**config.mk**
```make
export PLATFORM = sky130hd
export DESIGN_NAME = execute_stage
export DESIGN_NICKNAME = d
export VERILOG_FILES = /design/src/rtl/execute_stage.sv
export SDC_FILE = /design/constraint.sdc
export NUM_CORES = 1
export LEC_CHECK = 0
export ABC_AREA = 0
export BUFFER_PORTS_ARGS = -buffer_cell sky130_fd_sc_hd__buf_4
export CAP_MARGIN = 20
export CORE_ASPECT_RATIO = 0.7
export CORE_MARGIN = 10
export CORE_UTILIZATION = 63
export DETAILED_ROUTE_END_ITERATION = 7
export PLACE_DENSITY = 0.87
export SLEW_MARGIN = 20
export SYNTH_ARGS = -nofsm -noshare
export SYNTH_HDL_FRONTEND = slang
export SYNTH_SLANG_ARGS = --single-unit
```
**constraint.sdc**
```tcl
create_clock -name clk -period 11.9 [get_ports clk]
set_clock_uncertainty 0.2 [all_clocks]
set_input_delay 1.785 -clock clk [delete_from_list [all_inputs] [get_ports clk]]
set_output_delay 1.785 -clock clk [all_outputs]
set_load 0.005 [all_outputs]
```
**src/rtl/execute_stage.sv**
```systemverilog
// Execute stage: single-cycle ALU with registered forwarding of decode controls.
// Latency: 1 cycle for all ops; MUL (EXECUTE_STAGE_MUL_EN) takes WIDTH+1 edges.
// Backpressure: combinational stall asks upstream to hold inputs during a MUL.
//
// Ports:
//   clk, reset              - single clock, synchronous active-high reset
//   pcWe..regWe             - decode-stage write enables, forwarded to *Out
//   op1, op2, dataToWrite   - operands and store data (WIDTH bits)
//   regToWrite, aluMode     - destination register and operation select
//   aluResult, flags        - registered result and {N,Z,C,V}
//   stall                   - combinational hold request to the decode stage
//
// Build option: define EXECUTE_STAGE_MUL_EN to include the iterative
// shift-add multiplier and its IDLE/BUSY FSM. Without it, MUL yields 0.
module execute_stage #(
  parameter int WIDTH = 24
) (
  input  logic             clk,
  input  logic             reset,
  input  logic             pcWe,
  input  logic             memWe,
  input  logic             flagsWe,
  input  logic             writeRegFromAlu,
  input  logic             regWe,
  input  logic [WIDTH-1:0] op1,
  input  logic [WIDTH-1:0] op2,
  input  logic [WIDTH-1:0] dataToWrite,
  input  logic [3:0]       regToWrite,
  input  logic [2:0]       aluMode,
  output logic             pcWeOut,
  output logic             memWeOut,
  output logic             writeRegFromAluOut,
  output logic             regWeOut,
  output logic [WIDTH-1:0] aluResult,
  output logic [WIDTH-1:0] dataToWriteOut,
  output logic [3:0]       regToWriteOut,
  output logic [3:0]       flags,
  output logic             stall
);

  localparam logic [2:0]  OP_ADD = 3'b000;
  localparam logic [2:0]  OP_SUB = 3'b001;
  localparam logic [2:0]  OP_MUL = 3'b010;
  localparam logic [2:0]  OP_AND = 3'b011;
  localparam logic [2:0]  OP_OR  = 3'b100;
  localparam logic [2:0]  OP_XOR = 3'b101;
  localparam logic [2:0]  OP_SHL = 3'b110;
  localparam logic [2:0]  OP_SHR = 3'b111;

  localparam logic [31:0] WIDTH_U = 32'(WIDTH);

  // ---------------------------------------------------------------------
  // Combinational ALU (all ops except the iterative multiply)
  // ---------------------------------------------------------------------
  logic [WIDTH:0]   add_ext;
  logic [WIDTH-1:0] sub_res;
  logic [WIDTH-1:0] shl_res;
  logic [WIDTH-1:0] shr_res;
  logic [31:0]      shamt;
  logic [WIDTH-1:0] alu_res;
  logic             alu_c;
  logic             alu_v;
  logic [3:0]       alu_flags;

  always_comb begin
    add_ext = {1'b0, op1} + {1'b0, op2};
    sub_res = op1 - op2;
    shamt   = {27'd0, op2[4:0]};
    // Shift amounts at or beyond the datapath width flush to zero.
    shl_res = (shamt >= WIDTH_U) ? '0 : (op1 << op2[4:0]);
    shr_res = (shamt >= WIDTH_U) ? '0 : (op1 >> op2[4:0]);

    alu_res = '0;
    alu_c   = 1'b0;
    alu_v   = 1'b0;
    case (aluMode)
      OP_ADD: begin
        alu_res = add_ext[WIDTH-1:0];
        alu_c   = add_ext[WIDTH];
        alu_v   = (op1[WIDTH-1] == op2[WIDTH-1]) &&
                  (add_ext[WIDTH-1] != op1[WIDTH-1]);
      end
      OP_SUB: begin
        alu_res = sub_res;
        alu_c   = (op1 >= op2);  // carry means "no borrow"
        alu_v   = (op1[WIDTH-1] != op2[WIDTH-1]) &&
                  (sub_res[WIDTH-1] != op1[WIDTH-1]);
      end
      OP_MUL: alu_res = '0;      // product comes from the multiplier path
      OP_AND: alu_res = op1 & op2;
      OP_OR:  alu_res = op1 | op2;
      OP_XOR: alu_res = op1 ^ op2;
      OP_SHL: alu_res = shl_res;
      OP_SHR: alu_res = shr_res;
      default: alu_res = '0;
    endcase
    alu_flags = {alu_res[WIDTH-1], (alu_res == '0), alu_c, alu_v};
  end

  // ---------------------------------------------------------------------
  // Output pipeline registers
  // ---------------------------------------------------------------------
  logic             pc_we_q,    pc_we_d;
  logic             mem_we_q,   mem_we_d;
  logic             wr_alu_q,   wr_alu_d;
  logic             reg_we_q,   reg_we_d;
  logic [WIDTH-1:0] result_q,   result_d;
  logic [WIDTH-1:0] data_q,     data_d;
  logic [3:0]       reg_dst_q,  reg_dst_d;
  logic [3:0]       flags_q,    flags_d;

  // Values that would load this edge unless a bubble is inserted.
  logic             ld_pc_we, ld_mem_we, ld_wr_alu, ld_reg_we, ld_flags_we;
  logic [WIDTH-1:0] ld_result, ld_data;
  logic [3:0]       ld_reg_dst, ld_flags;
  logic             bubble;

`ifdef EXECUTE_STAGE_MUL_EN
  localparam logic [0:0] IDLE = 1'b0;
  localparam logic [0:0] BUSY = 1'b1;
  localparam logic [4:0] LAST_STEP = 5'(WIDTH - 1);

  logic [0:0]       state_q,    state_d;
  logic [4:0]       cnt_q,      cnt_d;
  logic [WIDTH-1:0] mcand_q,    mcand_d;
  logic [WIDTH-1:0] mplier_q,   mplier_d;
  logic [WIDTH-1:0] acc_q,      acc_d;
  // Controls captured at MUL start; released with the product.
  logic             h_pc_we_q,    h_pc_we_d;
  logic             h_mem_we_q,   h_mem_we_d;
  logic             h_flags_we_q, h_flags_we_d;
  logic             h_wr_alu_q,   h_wr_alu_d;
  logic             h_reg_we_q,   h_reg_we_d;
  logic [3:0]       h_reg_dst_q,  h_reg_dst_d;
  logic [WIDTH-1:0] h_data_q,     h_data_d;
  logic             mul_start;
  logic             stall_c;
`endif

  always_comb begin
    ld_pc_we    = pcWe;
    ld_mem_we   = memWe;
    ld_wr_alu   = writeRegFromAlu;
    ld_reg_we   = regWe;
    ld_flags_we = flagsWe;
    ld_result   = alu_res;
    ld_data     = dataToWrite;
    ld_reg_dst  = regToWrite;
    ld_flags    = alu_flags;
    bubble      = 1'b0;

`ifdef EXECUTE_STAGE_MUL_EN
    state_d      = state_q;
    cnt_d        = cnt_q;
    mcand_d      = mcand_q;
    mplier_d     = mplier_q;
    acc_d        = acc_q;
    h_pc_we_d    = h_pc_we_q;
    h_mem_we_d   = h_mem_we_q;
    h_flags_we_d = h_flags_we_q;
    h_wr_alu_d   = h_wr_alu_q;
    h_reg_we_d   = h_reg_we_q;
    h_reg_dst_d  = h_reg_dst_q;
    h_data_d     = h_data_q;
    stall_c      = 1'b0;
    // A MUL that writes nothing is not worth the stall; it degrades to a bubble.
    mul_start    = (aluMode == OP_MUL) && (regWe || flagsWe);

    if (state_q == IDLE) begin
      if (aluMode == OP_MUL) begin
        bubble = 1'b1;
        if (mul_start) begin
          stall_c      = 1'b1;
          state_d      = BUSY;
          cnt_d        = '0;
          mcand_d      = op1;
          mplier_d     = op2;
          acc_d        = '0;
          h_pc_we_d    = pcWe;
          h_mem_we_d   = memWe;
          h_flags_we_d = flagsWe;
          h_wr_alu_d   = writeRegFromAlu;
          h_reg_we_d   = regWe;
          h_reg_dst_d  = regToWrite;
          h_data_d     = dataToWrite;
        end
      end
    end else begin
      // One shift-add step: multiplier bit cnt_q is at mplier_q[0].
      acc_d    = acc_q + (mplier_q[0] ? mcand_q : '0);
      mcand_d  = mcand_q << 1;
      mplier_d = mplier_q >> 1;
      cnt_d    = cnt_q + 5'd1;
      if (cnt_q == LAST_STEP) begin
        // Final step: stall drops so upstream consumes the MUL on this edge.
        state_d     = IDLE;
        cnt_d       = '0;
        ld_pc_we    = h_pc_we_q;
        ld_mem_we   = h_mem_we_q;
        ld_wr_alu   = h_wr_alu_q;
        ld_reg_we   = h_reg_we_q;
        ld_flags_we = h_flags_we_q;
        ld_result   = acc_d;
        ld_data     = h_data_q;
        ld_reg_dst  = h_reg_dst_q;
        ld_flags    = {acc_d[WIDTH-1], (acc_d == '0), 2'b00};
      end else begin
        stall_c = 1'b1;
        bubble  = 1'b1;
      end
    end
`endif

    if (bubble) begin
      pc_we_d   = 1'b0;
      mem_we_d  = 1'b0;
      wr_alu_d  = 1'b0;
      reg_we_d  = 1'b0;
      result_d  = '0;
      data_d    = '0;
      reg_dst_d = '0;
      flags_d   = flags_q;
    end else begin
      pc_we_d   = ld_pc_we;
      mem_we_d  = ld_mem_we;
      wr_alu_d  = ld_wr_alu;
      reg_we_d  = ld_reg_we;
      result_d  = ld_result;
      data_d    = ld_data;
      reg_dst_d = ld_reg_dst;
      flags_d   = ld_flags_we ? ld_flags : flags_q;
    end
  end

  always_ff @(posedge clk) begin
    if (reset) begin
      pc_we_q   <= 1'b0;
      mem_we_q  <= 1'b0;
      wr_alu_q  <= 1'b0;
      reg_we_q  <= 1'b0;
      result_q  <= '0;
      data_q    <= '0;
      reg_dst_q <= '0;
      flags_q   <= '0;
    end else begin
      pc_we_q   <= pc_we_d;
      mem_we_q  <= mem_we_d;
      wr_alu_q  <= wr_alu_d;
      reg_we_q  <= reg_we_d;
      result_q  <= result_d;
      data_q    <= data_d;
      reg_dst_q <= reg_dst_d;
      flags_q   <= flags_d;
    end
  end

`ifdef EXECUTE_STAGE_MUL_EN
  // Reset mid-multiply simply drops the operation; nothing is written back.
  always_ff @(posedge clk) begin
    if (reset) begin
      state_q      <= IDLE;
      cnt_q        <= '0;
      mcand_q      <= '0;
      mplier_q     <= '0;
      acc_q        <= '0;
      h_pc_we_q    <= 1'b0;
      h_mem_we_q   <= 1'b0;
      h_flags_we_q <= 1'b0;
      h_wr_alu_q   <= 1'b0;
      h_reg_we_q   <= 1'b0;
      h_reg_dst_q  <= '0;
      h_data_q     <= '0;
    end else begin
      state_q      <= state_d;
      cnt_q        <= cnt_d;
      mcand_q      <= mcand_d;
      mplier_q     <= mplier_d;
      acc_q        <= acc_d;
      h_pc_we_q    <= h_pc_we_d;
      h_mem_we_q   <= h_mem_we_d;
      h_flags_we_q <= h_flags_we_d;
      h_wr_alu_q   <= h_wr_alu_d;
      h_reg_we_q   <= h_reg_we_d;
      h_reg_dst_q  <= h_reg_dst_d;
      h_data_q     <= h_data_d;
    end
  end

  assign stall = stall_c;
`else
  assign stall = 1'b0;
`endif

  assign pcWeOut            = pc_we_q;
  assign memWeOut           = mem_we_q;
  assign writeRegFromAluOut = wr_alu_q;
  assign regWeOut           = reg_we_q;
  assign aluResult          = result_q;
  assign dataToWriteOut     = data_q;
  assign regToWriteOut      = reg_dst_q;
  assign flags              = flags_q;

endmodule

```
==> out/qor.yml <==
run_status:
  outcome: "complete, but fails checks"
  violations: "design-rule violations"
drt:
  drtIter0Drc: 1953
  dr.pass1.iters: 8
  num_vias: 9818
  viasPerCell: 7.32
  drc: 6
  routedWlPerCell_um: 25.9
  drtAntennaViolNets: 0
  drt_wl_total_mm: 34.7
place:
  place_congestion: 1.11
  io_buffers: 145
  place_hpwl_mm: 26.7
  dp_cells: 1325
global_route:
  grt_pass1_wl_mm: 52.3
  grt_pass1_vias: 9049
  gr-total-overflow: 0
  grt_usage_pct: 36.6
  antenna_found_initial: 0
  grt_max_degree: 71
yosys:
  ys_ff_latch: 60
  syn_nets: 1249
  synthCells: 1088
  ys.flop_type: "dfxtp_1"
  synthArstFlopShare_pct: 0
  synthesis.area_sq_um: 8310
  yosysSeqAreaShare_pct: 14.5
  synth_edf_count: 0
  ys.warnings.count: 0
  yosysUniqueCellTypes: 81
  syn_avg_cell_area_sq_um: 7.64
clock_network:
  cts_made_buffers: 9
  htree_levels: 3
  clk_latency_ps: 330
  cts_root_buf: "clkbuf_16"
  cts_tree: "done"
  cts_hold_buf: 0
  cts_resized: 0
  clock_path_buffers: 2
  cts_sinks: 60
  postCtsSetupRepairBufs: 0
  path_clk_slew_ps: 60
sta:
  post-route-period-util_pct: 53.6
  fin_tns_setup_ps: 0
  rsz0062_at_grt: "false"
  slew_headroom_pct: 27.3
  worst_pin_slew_ps: 1090
  drv_slew: 0
  max_freq_mhz: 157
  finalHoldViolations: 0
  layout_min_cycle_time_ps: 6370
  setup_violations: 0
power_and_ir_drop:
  power.density_nw_per_um2: 93.5
  p_leak_uw: 0.00409
  ir_drop_v: 0.0000621
setup_path:
  cp.arrival_ps: 6420
  cp_data_required_time_ps: 11940
  crit_type: "in -> reg"
  cp-start-kind: "primary input"
  endpoint_kind: "flop"
  critPathMaxFanout: 42
final_layout:
  area_growth_pct: 15.3
  antenna_cells: 0
  nets: 1331
  fin_cells: 1341
  drive_above_1_share_pct: 19.7
floorplan:
  core_sq_um: 13100
  io_pins: 147
  die_y_um: 116
  dieArea_sq_um: 18300
  die_w_um: 157
  start_util_pct: 63.7
  rows: 35
run:
  cap_viol_max_count: 0
worst_hold_path:
  hold_path.class: "reg -> reg"
==> layout make-up <==
cell class	instances	area, sq um
Clock inverter	7	75.1
Fill cell	1022	3470
Timing Repair Buffer	151	1130
Multi-Input combinational cell	877	6470
Inverter	71	267
Clock buffer	9	225
Sequential cell	60	1200
Tap cell	166	208
==> cell usage in the layout (no fill, tap or decap), types with 32 or more instances in the layout <==
cell	synthesis	final
nor2b_1	49	49
ha_1	73	73
inv_1	68	68
dfxtp_1	60	60
mux2i_1	32	32
a21oi_1	80	80
o21ai_0	72	72
buf_4	5	151
nor2_1	113	113
nand2_1	79	79
mux4_2	33	33
==> report_power, final <==
| group | total, uW | leakage (uW) | switching, uW | internal, uW |
|---|---|---|---|---|
| logic | 414 | 0.00344 | 257 | 157 |
| clock network | 262 | 0.000150 | 98.8 | 163 |
| registers | 220 | 0.000498 | 4.62 | 216 |
==> cell usage after synthesis (11+ instances only) <==
cell type	instances	area [sq um]
nor2_1	113	424
a21oi_1	80	400
nand2_1	79	297
ha_1	73	913
o21ai_0	72	360
inv_1	68	255
dfxtp_1	60	1200
clkbuf_1	50	188
nor2b_1	49	307
mux4_2	33	743
mux2i_1	32	320
nor3_1	29	145
a211oi_1	26	195
nand3_1	19	95.1
buf_2	16	80.1
o31ai_1	15	113
mux2_2	14	158
o211ai_1	14	105
nor4_1	12	75.1
nand2b_1	11	68.8
==> stage by stage <==
step	total power, uW	cell area (sq um)	util [%]	worst slack (ps)	hold slack [ps]
2_1_floorplan	472	8310	-	6110	269
3_3_place_gp	606	9280	71.1	5550	262
3_5_place_dp	611	9280	71.1	5510	281
4_1_cts	873	9580	73.4	5840	289
5_1_grt	928	9580	73.4	5430	320
6_report	896	9580	73.4	5530	290
==> sequential cells by signal (all words and copies together), names as in the netlist <==
register and count:
pcWeOut 1, aluResult 24, writeRegFromAluOut 1, memWeOut 1, dataToWriteOut 24, flags 4
regWeOut 1, regToWriteOut 4
==> per-layer routing <==
metal | wire length, um | part of all wire [%] | vias to the layer above | global-route usage [%]
met5 | 0 | 0 | - | 1.12
met4 | 1180 | 3.4 | 0 | 10.2
met3 | 6640 | 19 | 151 | 17.8
met2 | 13700 | 39 | 936 | 51.7
met1 | 13200 | 38 | 4504 | 48.2
li1 | - | - | 4227 | -
==> worst max-delay path: stages <==
cell	delay [ps]
buf_4	360
clkinv_1	620
ha_1	640
or4_1	590
a21oi_1	450
o211ai_1	320
a211oi_1	620
nor2_1	100
o31ai_1	330
xnor2_1	180
a32oi_1	120
a211oi_1	270
==> path summary, 6_finish.rpt <==
check | from | to | slack [ps] | cells past startpoint
setup / recovery | op2[3] | flags[0] | 5530 | 12
hold / removal | flags[1] | flags[1] | 290 | 2
setup reg to reg | flags[2] | flags[2] | 10980 | 2
hold reg to reg | flags[1] | flags[1] | 290 | 2
==> kinds of logic after synthesis <==
| kind of cell | after synthesis | synth area share (%) |
|---|---|---|
| AO/OA/AOI/OAI | 346 | 28.4 |
| XOR/XNOR | 11 | 1.16 |
| adder cells (fa/ha/maj) | 75 | 11.5 |
| buffers and inverters | 151 | 7.70 |
| flip-flops | 60 | 14.5 |
| multiplexers | 82 | 15.3 |
| other | 1 | 0.0451 |
| AND/OR/NAND/NOR | 362 | 21.5 |
Power figures use the tool's default switching activity.
